## config.mk

```make
export PLATFORM = sky130hd
export DESIGN_NAME = uart_rx_fifo
export DESIGN_NICKNAME = d
export VERILOG_FILES = /design/src/rtl/uart_pkg.sv /design/src/rtl/uart_fifo_mem.sv /design/src/rtl/uart_rx_fifo.sv
export SDC_FILE = /design/constraint.sdc
export NUM_CORES = 1
export LEC_CHECK = 0
export CAP_MARGIN = 20
export CORE_ASPECT_RATIO = 0.6
export CORE_MARGIN = 3
export CORE_UTILIZATION = 60
export CTS_CLUSTER_SIZE = 20
export DETAILED_ROUTE_END_ITERATION = 16
export PLACE_DENSITY = 0.87
export SLEW_MARGIN = 20
export SYNTH_ARGS = -nofsm -noshare
export SYNTH_HDL_FRONTEND = slang
export SYNTH_SLANG_ARGS = --single-unit
```

## constraint.sdc

```tcl
create_clock -name clk -period 9.4 [get_ports clk]
set_clock_uncertainty 0.2 [all_clocks]
set_input_delay 0.94 -clock clk [delete_from_list [all_inputs] [get_ports clk]]
set_output_delay 0.94 -clock clk [all_outputs]
set_load 0.02 [all_outputs]
```

## src/rtl/uart_pkg.sv

```systemverilog
// uart_pkg: shared types and constants for the UART receive buffer.
//   UART_DATA_W      - width of a received data byte
//   uart_rx_entry_t  - one FIFO entry: framing-error flag plus data byte
//   FERR_CNT_MAX     - saturation value of the framing-error counter
//   sat_inc()        - saturating increment for the framing-error counter
package uart_pkg;

    localparam int UART_DATA_W = 8;

    typedef struct packed {
        logic                   ferr;
        logic [UART_DATA_W-1:0] data;
    } uart_rx_entry_t;

    localparam logic [7:0] FERR_CNT_MAX = 8'hFF;

    function automatic logic [7:0] sat_inc(input logic [7:0] value);
        return (value == FERR_CNT_MAX) ? value : value + 8'd1;
    endfunction

endpackage

```

## src/rtl/uart_fifo_mem.sv

```systemverilog
// uart_fifo_mem: DEPTH x 9-bit entry storage for the receive FIFO.
//   clk    - system clock
//   we     - write enable
//   waddr  - write address
//   wdata  - entry to write
//   raddr  - read address
//   rdata  - entry at raddr, read combinationally so the head falls through
// Storage has no reset; the owner qualifies rdata with its own valid flag.
module uart_fifo_mem
    import uart_pkg::*;
#(
    parameter int DEPTH  = 16,
    parameter int ADDR_W = 4
) (
    input  logic                  clk,
    input  logic                  we,
    input  logic [ADDR_W-1:0]     waddr,
    input  uart_rx_entry_t        wdata,
    input  logic [ADDR_W-1:0]     raddr,
    output uart_rx_entry_t        rdata
);

    uart_rx_entry_t mem_reg [DEPTH];

    always_ff @(posedge clk) begin
        if (we) begin
            mem_reg[waddr] <= wdata;
        end
    end

    assign rdata = mem_reg[raddr];

endmodule

```

## src/rtl/uart_rx_fifo.sv

```systemverilog
// uart_rx_fifo: receive-side byte buffer behind a UART receiver.
// A one-deep capture stage holds the byte for one cycle so the stop-bit
// sample (which arrives a cycle after rx_done) can be attached as a framing
// error flag; the completed entry is then queued in a first-word-fall-through
// FIFO popped with valid/ready.
//   clk, reset     - clock and synchronous active-high reset
//   i_rx_done      - frame-complete pulse, i_rx_data valid in the same cycle
//   i_rx_data      - received byte
//   i_rx_stop_bit  - stop-bit sample, valid the cycle after i_rx_done
//   i_ready        - consumer accepts the head entry
//   i_clr          - clears o_overrun and o_ferr_cnt
//   o_valid        - FIFO non-empty
//   o_data         - head byte (0 when empty)
//   o_frame_err    - head entry had stop bit 0 (0 when empty)
//   o_count        - occupancy 0..DEPTH
//   o_full         - occupancy == DEPTH
//   o_overrun      - sticky: a frame was dropped on a full FIFO
//   o_ferr_cnt     - saturating count of frames with a bad stop bit
module uart_rx_fifo
    import uart_pkg::*;
#(
    parameter int DEPTH  = 16,
    parameter int ADDR_W = 4
) (
    input  logic              clk,
    input  logic              reset,
    input  logic              i_rx_done,
    input  logic [7:0]        i_rx_data,
    input  logic              i_rx_stop_bit,
    input  logic              i_ready,
    input  logic              i_clr,
    output logic              o_valid,
    output logic [7:0]        o_data,
    output logic              o_frame_err,
    output logic [ADDR_W:0]   o_count,
    output logic              o_full,
    output logic              o_overrun,
    output logic [7:0]        o_ferr_cnt
);

    localparam logic [ADDR_W:0] COUNT_FULL = (ADDR_W+1)'(DEPTH);

    logic                   stage_vld_reg;
    logic [7:0]             stage_data_reg;
    logic [ADDR_W-1:0]      wr_ptr_reg;
    logic [ADDR_W-1:0]      rd_ptr_reg;
    logic [ADDR_W:0]        count_reg;
    logic [ADDR_W:0]        count_next;
    logic                   overrun_reg;
    logic                   overrun_next;
    logic [7:0]             ferr_cnt_reg;
    logic [7:0]             ferr_cnt_next;

    uart_rx_entry_t         wr_entry;
    uart_rx_entry_t         rd_entry;
    logic                   commit;
    logic                   pop;
    logic                   has_room;
    logic                   wr_en;
    logic                   drop;

    // The stage is committed in the cycle after capture, which is exactly
    // when the stop-bit sample is valid.
    assign commit   = stage_vld_reg;
    assign wr_entry = '{ferr: ~i_rx_stop_bit, data: stage_data_reg};

    assign pop      = o_valid && i_ready;
    // A pop in the same cycle frees the slot the write needs.
    assign has_room = (count_reg < COUNT_FULL) || pop;
    assign wr_en    = commit && has_room;
    assign drop     = commit && !has_room;

    always_comb begin
        count_next = count_reg;
        case ({wr_en, pop})
            2'b10:   count_next = count_reg + (ADDR_W+1)'(1);
            2'b01:   count_next = count_reg - (ADDR_W+1)'(1);
            default: count_next = count_reg;
        endcase
    end

    // Set/increment events take priority over a simultaneous clear.
    always_comb begin
        overrun_next = overrun_reg;
        if (drop) begin
            overrun_next = 1'b1;
        end else if (i_clr) begin
            overrun_next = 1'b0;
        end
    end

    always_comb begin
        ferr_cnt_next = ferr_cnt_reg;
        if (commit && wr_entry.ferr) begin
            ferr_cnt_next = i_clr ? 8'd1 : sat_inc(ferr_cnt_reg);
        end else if (i_clr) begin
            ferr_cnt_next = 8'd0;
        end
    end

    always_ff @(posedge clk) begin
        if (reset) begin
            stage_vld_reg  <= 1'b0;
            stage_data_reg <= 8'd0;
            wr_ptr_reg     <= '0;
            rd_ptr_reg     <= '0;
            count_reg      <= '0;
            overrun_reg    <= 1'b0;
            ferr_cnt_reg   <= 8'd0;
        end else begin
            stage_vld_reg <= i_rx_done;
            if (i_rx_done) begin
                stage_data_reg <= i_rx_data;
            end
            if (wr_en) begin
                wr_ptr_reg <= wr_ptr_reg + ADDR_W'(1);
            end
            if (pop) begin
                rd_ptr_reg <= rd_ptr_reg + ADDR_W'(1);
            end
            count_reg    <= count_next;
            overrun_reg  <= overrun_next;
            ferr_cnt_reg <= ferr_cnt_next;
        end
    end

    // Write is gated by reset so an entry committing during reset is lost.
    uart_fifo_mem #(
        .DEPTH  (DEPTH),
        .ADDR_W (ADDR_W)
    ) u_mem (
        .clk   (clk),
        .we    (wr_en && !reset),
        .waddr (wr_ptr_reg),
        .wdata (wr_entry),
        .raddr (rd_ptr_reg),
        .rdata (rd_entry)
    );

    assign o_valid     = (count_reg != '0);
    assign o_data      = o_valid ? rd_entry.data : 8'd0;
    assign o_frame_err = o_valid && rd_entry.ferr;
    assign o_count     = count_reg;
    assign o_full      = (count_reg == COUNT_FULL);
    assign o_overrun   = overrun_reg;
    assign o_ferr_cnt  = ferr_cnt_reg;

endmodule

```

Word level (Yosys, flattened, before mapping)
Memories as Yosys holds them, arrays and structs flattened. A register that Yosys moved wholly into a read port is not among the register bits.
Index checks and enable logic that the tools add are counted.
- bits in registers: 31
- RAM bits: 144
- input bits: 14
- memories kept: 1
- add/sub/neg operators: 5
- magnitude comparators: 1
- eq/ne operators: 5
- multiplexer cells: 12
- bitwise logic cells: 1
- reduce and logical (&&, ||, !) cells: 14
- memory list (name ; depth ; bits a word ; read ports ; clocked after Yosys merged registers in ; write ports ; line ; text):
    u_mem.mem_reg ; 16 ; 9 ; 1 ; 1 ; 1 ; uart_fifo_mem.sv:23 ; uart_rx_entry_t mem_reg [DEPTH];
- operators by type and width (kind ; count):
    8-bit 2-to-1 mux ; 5
    5-bit case mux with 2 select lines ; 1
    4-bit by 1-bit adder with 4-bit output, second input constant ; 2
    8-bit by 1-bit adder with 8-bit output, second input constant ; 1
    8-bit equality test, second input constant ; 1
    4-bit 2-to-1 mux ; 2
    1-bit logical AND ; 6
    2-bit nonzero test ; 3
    5-bit by 1-bit adder with 5-bit output, second input constant ; 1
    5-bit equality test, second input constant ; 1
    5-bit less-than comparator, second input constant ; 1
    5-bit nonzero test ; 1
    5-bit by 1-bit subtractor with 5-bit output, second input constant ; 1
    1-bit 2-to-1 mux ; 4
    2-bit by 1-bit equality test with 1-bit output, second input constant ; 1
    2-bit equality test, second input constant ; 1
    1-bit zero test ; 2
    2-bit != test, second input constant ; 1
    2-bit AND reduction ; 1
    1-bit logical OR ; 1
    1-bit NOT ; 1

Longest topological paths before layout
Gate-level depths: netlist of run 1.
- word-level depth: 7
- depth in mapped cells: 11
- mapped depth without buffers: 10

By module
Synthesis of run 1 repeated with hierarchy kept, for this count alone.
- cell total of the unflattened synthesis: 426
- area total of the unflattened synthesis: 7209.4 µm²
- by module, submodules not included (module ; instances ; cells an instance ; area an instance (µm²) ; sequential area each (µm²)):
    uart_fifo_mem ; 1 ; 245 ; 5600.4 ; 4324.1
    uart_rx_fifo ; 1 ; 181 ; 1609.0 ; 620.6

Worst setup path after synthesis of run 1
OpenSTA, ideal clock, no wires.
- path kind: in2reg
- start point: input port i_ready
- end point: register count_reg[4] (netlist: o_count[4])
- setup time: 0.123 ns
- arrival: 2.862 ns
- data required time: 9.077 ns
- slack: 6.215 ns
- stages: 10
- cells stage by stage: nand2b_1 -> nand2_1 -> ha_1 -> clkbuf_1 -> xor2_1 -> ha_1 -> nand2_1 -> nand3_1 -> a221oi_1 -> mux2_1
- longest elaborated chain between the ends: 5
- elaborated cells on any way between the ends: 7
- classes of those cells: eq/ne: 2; mux: 1; reduce/logical: 4
- RTL lines (what ; line ; text):
    from (decl) ; uart_rx_fifo.sv:30 ; input logic i_ready,
    1-bit logical AND (*) ; uart_rx_fifo.sv:67 ; assign pop = o_valid && i_ready;
    1-bit logical OR ; uart_rx_fifo.sv:69 ; assign has_room = (count_reg < COUNT_FULL) || pop;
    1-bit logical AND ; uart_rx_fifo.sv:70 ; assign wr_en = commit && has_room;
    2-bit by 1-bit equality test with 1-bit output or 2-bit equality test (tied branches) ; uart_rx_fifo.sv:75 ; case ({wr_en, pop})
    5-bit case mux with 2 select lines or 2-bit nonzero test (tied branches) ; -- ;
    to (signal assigned) ; uart_rx_fifo.sv:121 ; count_reg <= count_next;
    to (decl) ; uart_rx_fifo.sv:47 ; logic [ADDR_W:0] count_reg;
Every way passes the cells marked *; elsewhere a longest branch is shown, timed or not.
A chain may end at the register's enable or synchronous reset.

==> results of run 1 <==
-- through the flow --
| step | area, um2 | utilization (%) | hold slack (ns) |
|---|---|---|---|
| floorplan | 7450 | - | 0.277 |
| global placement | 7890 | 67.3 | 0.257 |
| detailed placement | 7890 | 67.3 | 0.264 |
| CTS | 8490 | 72.5 | 0.274 |
| global route | 8490 | 72.5 | 0.307 |
| finish | 8490 | 72.5 | 0.275 |
-- power groups by stage --
stage | clock [mW] | combinational, mW | sequential, mW
2_1_floorplan | 0 | 0.285 | 0.920
3_3_place_gp | 0 | 0.392 | 0.939
3_5_place_dp | 0 | 0.404 | 0.942
4_1_cts | 0.713 | 0.407 | 0.925
5_1_grt | 0.746 | 0.435 | 0.931
6_report | 0.708 | 0.404 | 0.925
-- worst max-delay path: stages (launching register included) --
cell	delay [ns]
dfxtp_1	0.31
buf_4	0.47
mux4_1	0.64
nor2b_1	0.17
a211oi_1	0.30
a211oi_1	0.09
clkdlybuf4s50_1	0.58
-- metal layers --
layer | part of all wire, % | up-vias | global-route usage, % | wire length (um)
met4 | 0.96 | 0 | 6.16 | 142
met2 | 48 | 151 | 34.3 | 7060
met5 | 0 | - | 0 | 0
met1 | 44 | 2083 | 33.4 | 6440
li1 | - | 1814 | - | -
met3 | 7.5 | 12 | 4.94 | 1110
-- cell type report --
| class | count | area (um2) | area share, % |
|---|---|---|---|
| sequential | 179 | 5030 | 59.2 |
| multi-input combinational | 221 | 2180 | 25.6 |
| timing repair buffer | 45 | 433 | 5.10 |
| clock buffer | 18 | 429 | 5.06 |
| tap | 160 | 200 | 2.36 |
| clock inverter | 14 | 173 | 2.03 |
| inverter | 13 | 48.8 | 0.575 |
-- cells in the mapped netlist, types with 2 or more instances --
cell type and instances:
nand4_1 4, and3_1 9, nor3_1 4, nor2b_4 2, ha_1 9, a21o_1 2, and2_1 5, buf_4 2
xor2_1 8, buf_6 3, a21oi_1 5, a211oi_2 2, mux4_1 16, inv_1 13, o31ai_1 2, clkbuf_1 5
a211oi_1 18, clkbuf_8 5, mux2i_1 19, dfxtp_1 35, buf_1 2, mux4_2 20, o21ai_0 4, nor2_1 32
nor4_1 5, edfxtp_1 144, nor2b_1 9, o21a_1 6, nand3_1 8, nand2_1 8
-- final timing paths --
check                     startpoint                       to  slack, ns  cells after the start
max                         register                o_data[7]       5.23                      6
min           o_overrun$_SDFFE_PP0P_   o_overrun$_SDFFE_PP0P_       0.27                      2
max reg2reg  o_count[1]$_SDFFE_PP0P_  o_count[4]$_SDFFE_PP0P_       6.13                      8
min reg2reg   o_overrun$_SDFFE_PP0P_   o_overrun$_SDFFE_PP0P_       0.27                      2
-- logic make-up after synthesis --
group,after synthesis
flip-flops,179
multiplexers,56
adder cells (fa/ha/maj),9
buffers and inverters,35
AO/OA/AOI/OAI,47
AND/OR/NAND/NOR,100
XOR/XNOR,9
==> impl_metrics.py, run 1 <==
metrics = {
    "outcome": {
        "status": "complete, no violations",
    },
    "clock_tree": {
        "cts-htree-levels": 4,
        "worstSkewPairLatency_ns": 0.42,
        "cts-root-buf": "clkbuf_16",
        "clk_path_buf_depth": 2,
        "post_cts_buffers": 0,
        "cts_resized": 0,
        "clkTransAtPathRegs_ns": 0.06,
        "cts_buffers": 17,
        "cts.sinks": 179,
        "cts_tree": "yes",
        "hold_buffers": 0,
    },
    "route": {
        "post_drt_wl_per_cell_um": 22.7,
        "first_pass_iters": 5,
        "via_per_inst": 6.25,
        "vias": 4060,
        "ant_nets": 0,
        "drc_errors": 0,
        "drt_iter0_markers": 309,
        "wirelength_um": 14700,
    },
    "final_layout": {
        "areaGrowthSynthToFinish_pct": 13.9,
        "layout_commonest_cell": "edfxtp_1",
        "final_cells": 650,
        "antenna_cells": 0,
        "final_cell_mix": "144 x edfxtp_1, 38 x clkdlybuf4s50_1, 34 x dfxtp_1",
        "fillers": 711,
        "largest_register_ffs": 144,
        "drive_above_1_share_pct": 14.1,
        "num-nets-final": 500,
    },
    "flow_run": {
        "timing.max_cap.violations": 0,
    },
    "yosys": {
        "syn_nets": 458,
        "yosysWarnings": 0,
        "synth_area_per_cell_um2": 17.1,
        "yosysSeqAreaShare_pct": 67.4,
        "yosys.area.top_type": "edfxtp_1",
        "syn_area_um2": 7450,
        "async_flop_share_pct": 0,
        "synth_seq_cells": 179,
        "synth_edf_count": 144,
        "synth_cells": 435,
        "synthMuxAreaShare_pct": 14.4,
        "synthAdderAreaFrac_pct": 1.51,
        "synth_top_family_by_area": "multiplexers",
        "synth_compound_area_share_pct": 4.82,
        "synth_cell_types": 59,
        "yosys.area_share.simple_pct": 7.44,
        "synth_ff_type": "edfxtp_1",
        "synth-xor-area-share_pct": 1.06,
        "synth.area.top_cells": "edfxtp_1 58%, dfxtp_1 9.4%, mux4_2 6.0%",
        "netlist.area_leader.share_pct": 58.0,
    },
    "die": {
        "num_rows": 30,
        "dieArea_um2": 13800,
        "die_x_um": 150,
        "core_area_um2": 11700,
        "start_util_pct": 63.6,
        "dieHeight_um": 92.3,
        "pin_count": 39,
    },
    "setup_path": {
        "start_kind": "register",
        "worstPathArrival_ns": 3.03,
        "crit_type": "reg -> out",
        "cp-end-kind": "output port",
        "worstPathMaxFanout": 36,
        "crit_required_ns": 8.26,
    },
    "global_route": {
        "grt_first_pass_wirelength_um": 23000,
        "track_usage_pct": 22.5,
        "grt_pass1_vias": 4141,
        "gr-total-overflow": 0,
        "grt_max_degree": 37,
        "antenna_found_initial": 0,
    },
    "timing": {
        "fin_crit_sh_pct": 44.3,
        "fmax_ghz": 0.240,
        "setup_slack_ns": 5.23,
        "setup_tns_ns": 0,
        "slew_violations": 0,
        "rsz0062_at_grt": "false",
        "hold_viol": 0,
        "setup_viol": 0,
        "fin_crit_ns": 4.17,
        "slew_headroom_pct": 27.1,
        "tightest_slew_ns": 1.09,
    },
    "power": {
        "sw_frac_of_total_pct": 28.0,
        "power_mw": 2.04,
        "internal_power_mw": 1.47,
        "leakagePower_nw": 2.86,
        "clockPowerShare_pct": 34.8,
        "pwr-share-comb_pct": 19.8,
        "vdd_drop_max_uv": 173,
        "netSwitchingPower_mw": 0.571,
        "pwr-share-seq_pct": 45.4,
        "powerDensity_nw_per_um2": 240,
    },
    "placed_design": {
        "place_ws_ns": 5.29,
        "dpl.hpwl_um": 9400,
        "port_buffers": 38,
        "place_inst": 618,
        "globalplace.congestion": 0.822,
    },
    "min_path": {
        "hold_path_class": "reg -> reg",
    },
}
Note: power is estimated with default switching activity, not from simulation.
==> run 2, diff against run 1 <==
--- a/config.mk
+++ b/config.mk
@@ -8,10 +8,10 @@
 export CAP_MARGIN = 20
 export CORE_ASPECT_RATIO = 0.6
 export CORE_MARGIN = 3
-export CORE_UTILIZATION = 60
+export CORE_UTILIZATION = 59
 export CTS_CLUSTER_SIZE = 20
 export DETAILED_ROUTE_END_ITERATION = 16
-export PLACE_DENSITY = 0.87
+export PLACE_DENSITY = 0.86
 export SLEW_MARGIN = 20
 export SYNTH_ARGS = -nofsm -noshare
 export SYNTH_HDL_FRONTEND = slang
==> constraint.sdc (replaced) <==
create_clock -name clk -period 4.3 [get_ports clk]
set_clock_uncertainty 0.2 [all_clocks]
set_input_delay 0.43 -clock clk [delete_from_list [all_inputs] [get_ports clk]]
set_output_delay 0.43 -clock clk [all_outputs]
set_load 0.02 [all_outputs]
==> run 2 against run 1 <==
Net effect: setup slack got worse by 4.6 ns; register-to-register slack got worse by 5.0 ns; via count rose by 1.5%; worst hold slack improved by 0.012 ns; combinational power rose by 120%; critical endpoint is now o_data[3]; largest power group unchanged.
==> impl_metrics.py, run 2 (synthesized netlist as in run 1, its figures left out) <==
metrics = {
    "route": {
        "wirelength_um": 15200,
        "vias": 4121,
        "ant_nets": 0,
        "drt_iter0_markers": 331,
        "via_per_inst": 6.26,
        "first_pass_iters": 5,
        "post_drt_wl_per_cell_um": 23.2,
        "drc_errors": 0,
    },
    "setup_path": {
        "reg2reg_depth": 8,
        "r2r_slack_ns": 1.09,
        "worstReg2RegEnd": "o_count[4]$_SDFFE_PP0P_",
        "crit_required_ns": 3.67,
        "cpMaxStageDelayCell": "mux4_1",
        "r2r_start": "o_count[1]$_SDFFE_PP0P_",
        "crit_family": "buffers and inverters",
        "cpMostUsedCell": "a211oi_1",
        "cp-end-kind": "output port",
        "worstPathMaxFanout": 27,
        "max_stage_delay_ns": 0.62,
        "crit_chain": "buf_4 > mux4_1 > a211oi_1 > a211oi_1 > clkdlybuf4s50_1",
        "crit_type": "reg -> out",
        "worstPathArrival_ns": 3.09,
        "path_buf_inv": 2,
        "endpoint": "o_data[3]",
        "cp.depth": 5,
        "start_kind": "register",
    },
    "clock_tree": {
        "cts_resized": 0,
        "cts-htree-levels": 4,
        "worstSkewPairLatency_ns": 0.43,
        "clkTransAtPathRegs_ns": 0.07,
        "cts_tree": "yes",
        "cts-root-buf": "clkbuf_16",
        "post_cts_buffers": 0,
        "cts.sinks": 179,
        "clk_path_buf_depth": 2,
        "hold_buffers": 0,
        "cts_buffers": 17,
    },
    "die": {
        "core_area_um2": 12200,
        "die_x_um": 151,
        "dieArea_um2": 14100,
        "dieHeight_um": 93.1,
        "pin_count": 39,
        "start_util_pct": 61.2,
        "num_rows": 31,
    },
    "final_layout": {
        "largest_register_ffs": 144,
        "areaGrowthSynthToFinish_pct": 14.4,
        "layout_commonest_cell": "edfxtp_1",
        "antenna_cells": 0,
        "num-nets-final": 503,
        "final_cells": 658,
        "drive_above_1_share_pct": 15.8,
        "final_cell_mix": "144 x edfxtp_1, 38 x clkdlybuf4s50_1, 33 x dfxtp_1",
    },
    "global_route": {
        "grt_max_degree": 28,
        "grt_pass1_vias": 4193,
        "antenna_found_initial": 1,
        "gr-total-overflow": 0,
        "track_usage_pct": 23.5,
        "grt_first_pass_wirelength_um": 23800,
    },
    "timing": {
        "tightest_slew_ns": 0.987,
        "fin_crit_sh_pct": 86.4,
        "setup_slack_ns": 0.585,
        "setup_viol": 0,
        "slew_violations": 0,
        "rsz0062_at_grt": "false",
        "fin_crit_ns": 3.72,
        "slew_headroom_pct": 34.0,
        "setup_tns_ns": 0,
        "hold_viol": 0,
        "fmax_ghz": 0.269,
    },
    "placed_design": {
        "globalplace.congestion": 0.757,
        "place_ws_ns": 0.605,
        "port_buffers": 38,
        "place_inst": 626,
        "dpl.hpwl_um": 9810,
    },
    "min_path": {
        "hold_path_class": "reg -> reg",
    },
    "power": {
        "internal_power_mw": 3.16,
        "pwr-share-seq_pct": 45.4,
        "powerDensity_nw_per_um2": 522,
        "sw_frac_of_total_pct": 29.0,
        "clockPowerShare_pct": 34.5,
        "netSwitchingPower_mw": 1.29,
        "leakagePower_nw": 2.87,
        "vdd_drop_max_uv": 352,
        "pwr-share-comb_pct": 20.2,
    },
    "outcome": {
        "status": "complete, no violations",
    },
    "flow_run": {
        "timing.max_cap.violations": 0,
    },
}
-- run 2: stage by stage --
stage                     hold slack (ns)  power, mW  area [um2]  utilization, %
final                               0.287       4.45        8530            70.0
after global routing                0.298       4.63        8530            70.0
after CTS                           0.284       4.47        8530            70.0
after detailed placement            0.275       2.95        7940            65.2
after global placement              0.261       2.92        7940            65.2
after floorplan                     0.277       2.63        7450               -
-- run 2: area by class of cell --
type | count | area [um2]
sequential | 179 | 5030
clock inverter | 15 | 161
fill | 773 | 3650
inverter | 13 | 48.8
clock buffer | 17 | 425
timing repair buffer | 48 | 455
tap | 165 | 206
multi-input combinational | 221 | 2200
-- run 2: tightest hold or removal path, cell delays in order (launching register included) --
cell     delay [ns]
dfxtp_1        0.32
nand2_1        0.06
a21oi_1        0.06
-- run 2: worst min-delay path by stage --
stage | from | endpoint | cells after the start
after detailed placement | o_overrun$_SDFFE_PP0P_ | o_overrun$_SDFFE_PP0P_ | 2
final | o_overrun$_SDFFE_PP0P_ | o_overrun$_SDFFE_PP0P_ | 2
after CTS | o_overrun$_SDFFE_PP0P_ | o_overrun$_SDFFE_PP0P_ | 2
after global routing | o_overrun$_SDFFE_PP0P_ | o_overrun$_SDFFE_PP0P_ | 2
after global placement | o_overrun$_SDFFE_PP0P_ | o_overrun$_SDFFE_PP0P_ | 2
after floorplan | wr_ptr_reg[1]$_SDFFE_PP0P_ | wr_ptr_reg[1]$_SDFFE_PP0P_ | 2
-- run 2: power by group through the flow --
stage | Sequential [mW] | Clock [mW] | Combinational, mW
after floorplan | 2.01 | 0 | 0.622
after global placement | 2.05 | 0 | 0.871
after CTS | 2.02 | 1.55 | 0.897
after global routing | 2.03 | 1.63 | 0.966
after detailed placement | 2.06 | 0 | 0.893
final | 2.02 | 1.54 | 0.898
-- run 2: routing by layer --
layer / vias to the layer above / wire length (um) / global-route usage [%]
met4: 2 / 202 / 5.66
met5: - / 8 / 0
met3: 24 / 1120 / 6.88
met2: 173 / 7220 / 35.9
met1: 2101 / 6680 / 34.0
li1: 1821 / - / -
